[src/rtl/memset_stream_pkg.sv]
// Shared types, CSR field positions and the pattern replication helper for memset_stream.
package memset_stream_pkg;

  typedef enum logic [1:0] {
    IDLE  = 2'd0,
    RUN   = 2'd1,
    DRAIN = 2'd2
  } state_e;

  typedef enum logic [1:0] {
    ELEM_8      = 2'd0,
    ELEM_16     = 2'd1,
    ELEM_32     = 2'd2,
    ELEM_32_ALT = 2'd3
  } elem_size_e;

  typedef enum logic [1:0] {
    MODE_FILL     = 2'd0,
    MODE_REPLACE  = 2'd1,
    MODE_PASS     = 2'd2,
    MODE_FILL_ALT = 2'd3
  } mode_e;

  localparam int SIZE_LSB = 0;
  localparam int SIZE_MSB = 1;
  localparam int MODE_LSB = 4;
  localparam int MODE_MSB = 5;

  // Builds one 32-bit word of replicated elements; callers replicate the word across the beat.
  function automatic logic [31:0] replicate_pattern(input logic [31:0] value,
                                                    input elem_size_e elem_size);
    case (elem_size)
      ELEM_8:  return {4{value[7:0]}};
      ELEM_16: return {2{value[15:0]}};
      default: return value;
    endcase
  endfunction

endpackage

[src/rtl/memset_out_reg.sv]
// One-entry valid/ready pipeline register: refills in the same cycle it drains, so 1 beat/cycle.
module memset_out_reg #(
  parameter int dataWidth = 512
) (
  input  logic                 clk,
  input  logic                 rst_n,
  input  logic                 in_valid,
  output logic                 in_ready,
  input  logic [dataWidth-1:0] in_bits,
  output logic                 out_valid,
  input  logic                 out_ready,
  output logic [dataWidth-1:0] out_bits
);

  assign in_ready = !out_valid || out_ready;

  always_ff @(posedge clk or negedge rst_n) begin
    if (!rst_n) begin
      out_valid <= 1'b0;
      out_bits  <= '0;
    end else if (in_valid && in_ready) begin
      out_valid <= 1'b1;
      out_bits  <= in_bits;
    end else if (out_ready) begin
      out_valid <= 1'b0;
    end
  end

endmodule

[src/rtl/memset_stream.sv]
// Memset streamer core: FILL / REPLACE / PASS of N beats with a replicated 8/16/32-bit pattern.
// Build option MEMSET_INCR_EN: pattern advances by csr3 after every generated beat.
// Handshake: a transfer happens on a rising edge where valid and ready are both high; valid never
// depends on ready, and once raised the output valid/bits hold until the transfer.
module memset_stream
  import memset_stream_pkg::*;
#(
  parameter int userCsrNum = 4,
  parameter int dataWidth  = 512
) (
  input  logic                 clk,
  input  logic                 rst_n,
  output logic                 ext_data_i_ready,
  input  logic                 ext_data_i_valid,
  input  logic [dataWidth-1:0] ext_data_i_bits,
  input  logic                 ext_data_o_ready,
  output logic                 ext_data_o_valid,
  output logic [dataWidth-1:0] ext_data_o_bits,
  input  logic [31:0]          ext_csr_i_0,
  input  logic [31:0]          ext_csr_i_1,
  input  logic [31:0]          ext_csr_i_2,
  input  logic [31:0]          ext_csr_i_3,
  input  logic                 ext_start_i,
  output logic                 ext_busy_o,
  output logic [1:0]           dbg_state
);

  logic [userCsrNum*32-1:0] csr_bus;
  assign csr_bus = {ext_csr_i_3, ext_csr_i_2, ext_csr_i_1, ext_csr_i_0};

  logic [31:0] csr_cfg;
  logic [31:0] csr_count;
  assign csr_cfg   = csr_bus[63:32];
  assign csr_count = csr_bus[95:64];

  state_e      state_q, state_d;
  logic [31:0] remaining_q;
  logic [31:0] pattern_q;
  elem_size_e  size_q;
  mode_e       mode_q;

  logic start_ok, is_run, is_fill, is_pass, gen_ready, issue, out_valid;
  logic [dataWidth-1:0] beat;

  assign start_ok  = ext_start_i && (csr_count != 32'd0);
  assign is_run    = (state_q == RUN);
  assign is_fill   = (mode_q == MODE_FILL) || (mode_q == MODE_FILL_ALT);
  assign is_pass   = (mode_q == MODE_PASS);
  assign issue     = is_run && gen_ready && (is_fill || ext_data_i_valid);
  assign beat      = is_pass ? ext_data_i_bits
                             : {(dataWidth/32){replicate_pattern(pattern_q, size_q)}};

  assign ext_data_i_ready = is_run && !is_fill && gen_ready;
  assign ext_data_o_valid = out_valid;
  assign ext_busy_o       = (state_q != IDLE);
  assign dbg_state        = state_q;

  always_ff @(posedge clk or negedge rst_n) begin
    if (!rst_n) state_q <= IDLE;
    else        state_q <= state_d;
  end

  always_comb begin
    state_d = state_q;
    case (state_q)
      IDLE:    if (start_ok) state_d = RUN;
      RUN:     if (issue && remaining_q == 32'd1) state_d = DRAIN;
      DRAIN:   if (out_valid && ext_data_o_ready) state_d = IDLE;
      default: state_d = IDLE;
    endcase
  end

`ifdef MEMSET_INCR_EN
  logic [31:0] step_q;
  logic        unused_csr;
  assign unused_csr = ^{csr_cfg[31:6], csr_cfg[3:2]};
`else
  logic        unused_csr;
  assign unused_csr = ^{csr_bus[127:96], csr_cfg[31:6], csr_cfg[3:2]};
`endif

  // Operation parameters are captured only at an accepted start, so CSR writes while busy are inert.
  always_ff @(posedge clk or negedge rst_n) begin
    if (!rst_n) begin
      remaining_q <= '0;
      pattern_q   <= '0;
      size_q      <= ELEM_8;
      mode_q      <= MODE_FILL;
`ifdef MEMSET_INCR_EN
      step_q      <= '0;
`endif
    end else if (state_q == IDLE && start_ok) begin
      remaining_q <= csr_count;
      pattern_q   <= csr_bus[31:0];
      size_q      <= elem_size_e'(csr_cfg[SIZE_MSB:SIZE_LSB]);
      mode_q      <= mode_e'(csr_cfg[MODE_MSB:MODE_LSB]);
`ifdef MEMSET_INCR_EN
      step_q      <= csr_bus[127:96];
`endif
    end else if (issue) begin
      remaining_q <= remaining_q - 32'd1;
`ifdef MEMSET_INCR_EN
      // Full 32-bit sum; only the low element-size bits reach the beat, giving modulo wrap.
      if (!is_pass) pattern_q <= pattern_q + step_q;
`endif
    end
  end

  memset_out_reg #(.dataWidth(dataWidth)) u_out_reg (
    .clk       (clk),
    .rst_n     (rst_n),
    .in_valid  (issue),
    .in_ready  (gen_ready),
    .in_bits   (beat),
    .out_valid (out_valid),
    .out_ready (ext_data_o_ready),
    .out_bits  (ext_data_o_bits)
  );

endmodule

[config.mk]
export PLATFORM = sky130hd
export DESIGN_NAME = memset_stream
export DESIGN_NICKNAME = d
export VERILOG_FILES = /design/src/rtl/memset_stream_pkg.sv /design/src/rtl/memset_out_reg.sv /design/src/rtl/memset_stream.sv
export SDC_FILE = /design/constraint.sdc
export NUM_CORES = 1
export LEC_CHECK = 0
export ABC_AREA = 1
export BUFFER_PORTS_ARGS = -buffer_cell sky130_fd_sc_hd__buf_2
export CAP_MARGIN = 40
export CELL_PAD_IN_SITES_DETAIL_PLACEMENT = 0
export CELL_PAD_IN_SITES_GLOBAL_PLACEMENT = 1
export CORE_AREA = 3 3 455 457
export CTS_CLUSTER_SIZE = 40
export DETAILED_ROUTE_END_ITERATION = 16
export DIE_AREA = 0 0 458 460
export PLACE_DENSITY_LB_ADDON = 0.12
export REMOVE_ABC_BUFFERS = 1
export SLEW_MARGIN = 20
export SYNTH_ARGS = -nofsm -noshare
export SYNTH_HDL_FRONTEND = slang
export SYNTH_SLANG_ARGS = --single-unit
[constraint.sdc]
create_clock -name clk -period 2.5 [get_ports clk]
set_clock_uncertainty 0.2 [all_clocks]
set_input_delay 0.375 -clock clk [delete_from_list [all_inputs] [get_ports clk]]
set_output_delay 0.375 -clock clk [all_outputs]
set_load 0.02 [all_outputs]
==> impl_metrics.ini <==
[run_status]
status = complete, no violations

[yosys]
synth_edf_count = 0
yosysTopAreaCellShare = 0.545
synth_top_family_by_area = compound AO/OA/AOI/OAI gates
ys_async_sr_fraction = 1.00
synth_xor_area_frac = 0.00360
synth_area_leaders = dfrtp_1 54%, a2bb2oi_2 8.6%, a2bb2oi_1 7.5%, a21oi_1 7.2%, nand2_1 4.1%
synth-warning-count = 0
synth-seq-cells = 583
yosysMostFrequentCell = dfrtp_1
ys_seq_area_frac = 0.545
synthAdderAreaFrac = 0.00140
synth-compound-area-share = 0.286
ys_types = 31
yosysTopAreaCell = dfrtp_1
synthSimpleGateAreaFrac = 0.108
synthFlopType = dfrtp_1
synthMuxAreaShare = 0
syn_area_um2 = 26800
synth_common_cells = 583 x dfrtp_1, 384 x a21oi_1, 296 x nand2_1
postSynthAreaPerCell_um2 = 10.5
syn_inst = 2558

[clock_network]
clk_pin_slew_ps = 60
cts-root-buf = clkbuf_16
clock_latency_ps = 690
clkSinkCount = 583
htree_levels = 3
numCtsBuffers = 84
clockBufferDepth = 3
cts_tree = built

[placement]
place_inst = 6284
port-buffer-count = 1101
dpl.hpwl_um = 121000
gp_congestion = 0.770
dpl_cell_area_um2 = 36800

[finish]
final_cell_area_um2 = 45600
areaGrowthSynthToFinish_pct = 70.3
instances_no_fill = 7045
drive_above_1_share = 0.365
nets = 4924
final_util = 0.224
nFillCells = 22585

[grt]
grt_usage = 0.146
grt_antenna_before_repair = 22
grt_max_degree = 69
grt_pass1_wl_um = 226000
grt_pass1_vias = 29135
overflow = 0

[hold_path]
worst_hold_path.endpoint = remaining_q[27]$_DFFE_PN0P_
hold_start = ext_start_i
hp-class = primary input to flip-flop
worst_hold_path.num_cells = 4

[sta]
fin_crit_sh = 0.953
worst_pin_slew_ps = 556
setup_viol = 0
relSlewSlack = 0.630
finalHoldViolCount = 0
timing.hold.ws_ps = 133
fin_crit_ps = 2380
fmax_ghz = 0.420
drv_slew = 0
rsz0062_at_grt = false

[critical_path]
r2r_slack_ps = 180
critPathCaptureType = flip-flop
timing.rr.end = u_out_reg.out_bits[258]$_DFFE_PN0P_
crit_type = primary input to flip-flop
crit_path_max_fanout = 31
cp_data_required_time_ps = 2860
reg2regPathDepth = 8
worstPathArrival_ps = 2740
start_kind = primary input
r2r-start = dbg_state[1]$_DFFE_PN0P_

[routing]
dr.pass1.iters = 5
drc = 0
routedWlPerCell_um = 22.7
antenna_left = 0
drt_wl_total_um = 160000
drt_iter0_markers = 1303
via_per_inst = 3.82
vias = 26892

[pwr]
power_density_nw_per_um2 = 1380
totalPowerFinal_mw = 62.8
power.leakage_nw = 20.1
ir_drop_mv = 0.473

[floorplanning]
die_x_um = 458
core_area_um2 = 204000
design.portCount = 1162
dieArea_um2 = 211000
start_util = 0.131
rows = 166
fp.dieH_um = 460

[job]
drv_cap = 0
-- placed cells by master (no fill, tap or decap), types with 105 or more instances in the layout --
cell type      count
a21oi_1          384
dfrtp_1          583
o21a_1           138
dlygate4sd3_1    593
nor2_1           105
buf_2           1099
nand2_1          296
nand3_1          213
a2bb2oi_1        230
a2bb2oi_2        154
-- power breakdown --
| part | leakage [nW] | internal [mW] | switching, mW |
|---|---|---|---|
| Combinational | 12.1 | 13.1 | 20.0 |
| Sequential | 6.69 | 14.2 | 3.13 |
| Clock | 1.36 | 7.40 | 4.96 |
| Total | 20.1 | 34.7 | 28.1 |
-- per-layer routing --
layer	global-route usage	vias up	wire, um
met5	0	-	21
met4	0.0362	4	3120
met3	0.0392	133	10200
met2	0.256	792	79400
met1	0.177	13259	67100
li1	-	12704	-
-- state kept, by name, indices dropped and copies added (netlist names) --
signal               cells
mode_q                   2
size_q                   2
dbg_state                2
u_out_reg.out_bits     512
u_out_reg.out_valid      1
remaining_q             32
pattern_q               32
-- worst max path at each step --
stage,start,end,slack (ps),cells past startpoint
after floorplan,mode_q[1]$_DFFE_PN0P_,u_out_reg.out_bits[0]$_DFFE_PN0P_,-12940,5
after global placement,size_q[1]$_DFFE_PN0P_,u_out_reg.out_bits[190]$_DFFE_PN0P_,120,6
after global routing,dbg_state[1]$_DFFE_PN0P_,ext_busy_o,10,3
after CTS,mode_q[0]$_DFFE_PN0P_,ext_data_i_ready,9,4
after detailed placement,dbg_state[1]$_DFFE_PN0P_,u_out_reg.out_bits[68]$_DFFE_PN0P_,150,8
final,ext_csr_i_2[8],remaining_q[30]$_DFFE_PN0P_,120,12
-- area by class of cell --
type / instances / area, um2 / share of cell area
Sequential cell: 583 / 14600 / 0.320
Timing Repair Buffer: 1868 / 13700 / 0.301
Multi-Input combinational cell: 1654 / 10800 / 0.237
Tap cell: 2688 / 3360 / 0.0738
Clock buffer: 131 / 2510 / 0.0551
Inverter: 85 / 327 / 0.00716
Clock inverter: 18 / 255 / 0.00560
Antenna cell: 18 / 45.0 / 0.000988
-- repair_timing --
action                      CTS  global route
gates resized for setup       2             1
setup buffers                 0             0
setup endpoints to repair     1             1
cloned                        0             0
hold buffers                594             0
hold endpoints to repair   1129             0
-- critical path, stage by stage --
cell and delay, ps:
dlygate4sd3_1 590, buf_2 170, inv_1 50, nand2_1 40, nor2_1 170, nand2_1 80
nor2_1 80, nand2_1 100, buf_4 250, nand4_1 140, dlygate4sd3_1 610, nand3_1 80
-- kinds of logic (layout without fill, tap and decap cells) --
logic type | count (synthesis) | count (layout)
XOR/XNOR | 11 | 11
buffers and inverters | 321 | 2102
AO/OA/AOI/OAI | 973 | 973
other | 0 | 18
adder cells (fa/ha/maj) | 3 | 3
AND/OR/NAND/NOR | 667 | 667
flip-flops | 583 | 583
-- metrics by stage --
step	TNS [ps]	worst slack, ps
finish	0	118
CTS	0	8.73
detailed placement	0	151
floorplan	-7040760	-12940
global route	0	14.2
global placement	0	117
Note: power is estimated with default switching activity, not from simulation.
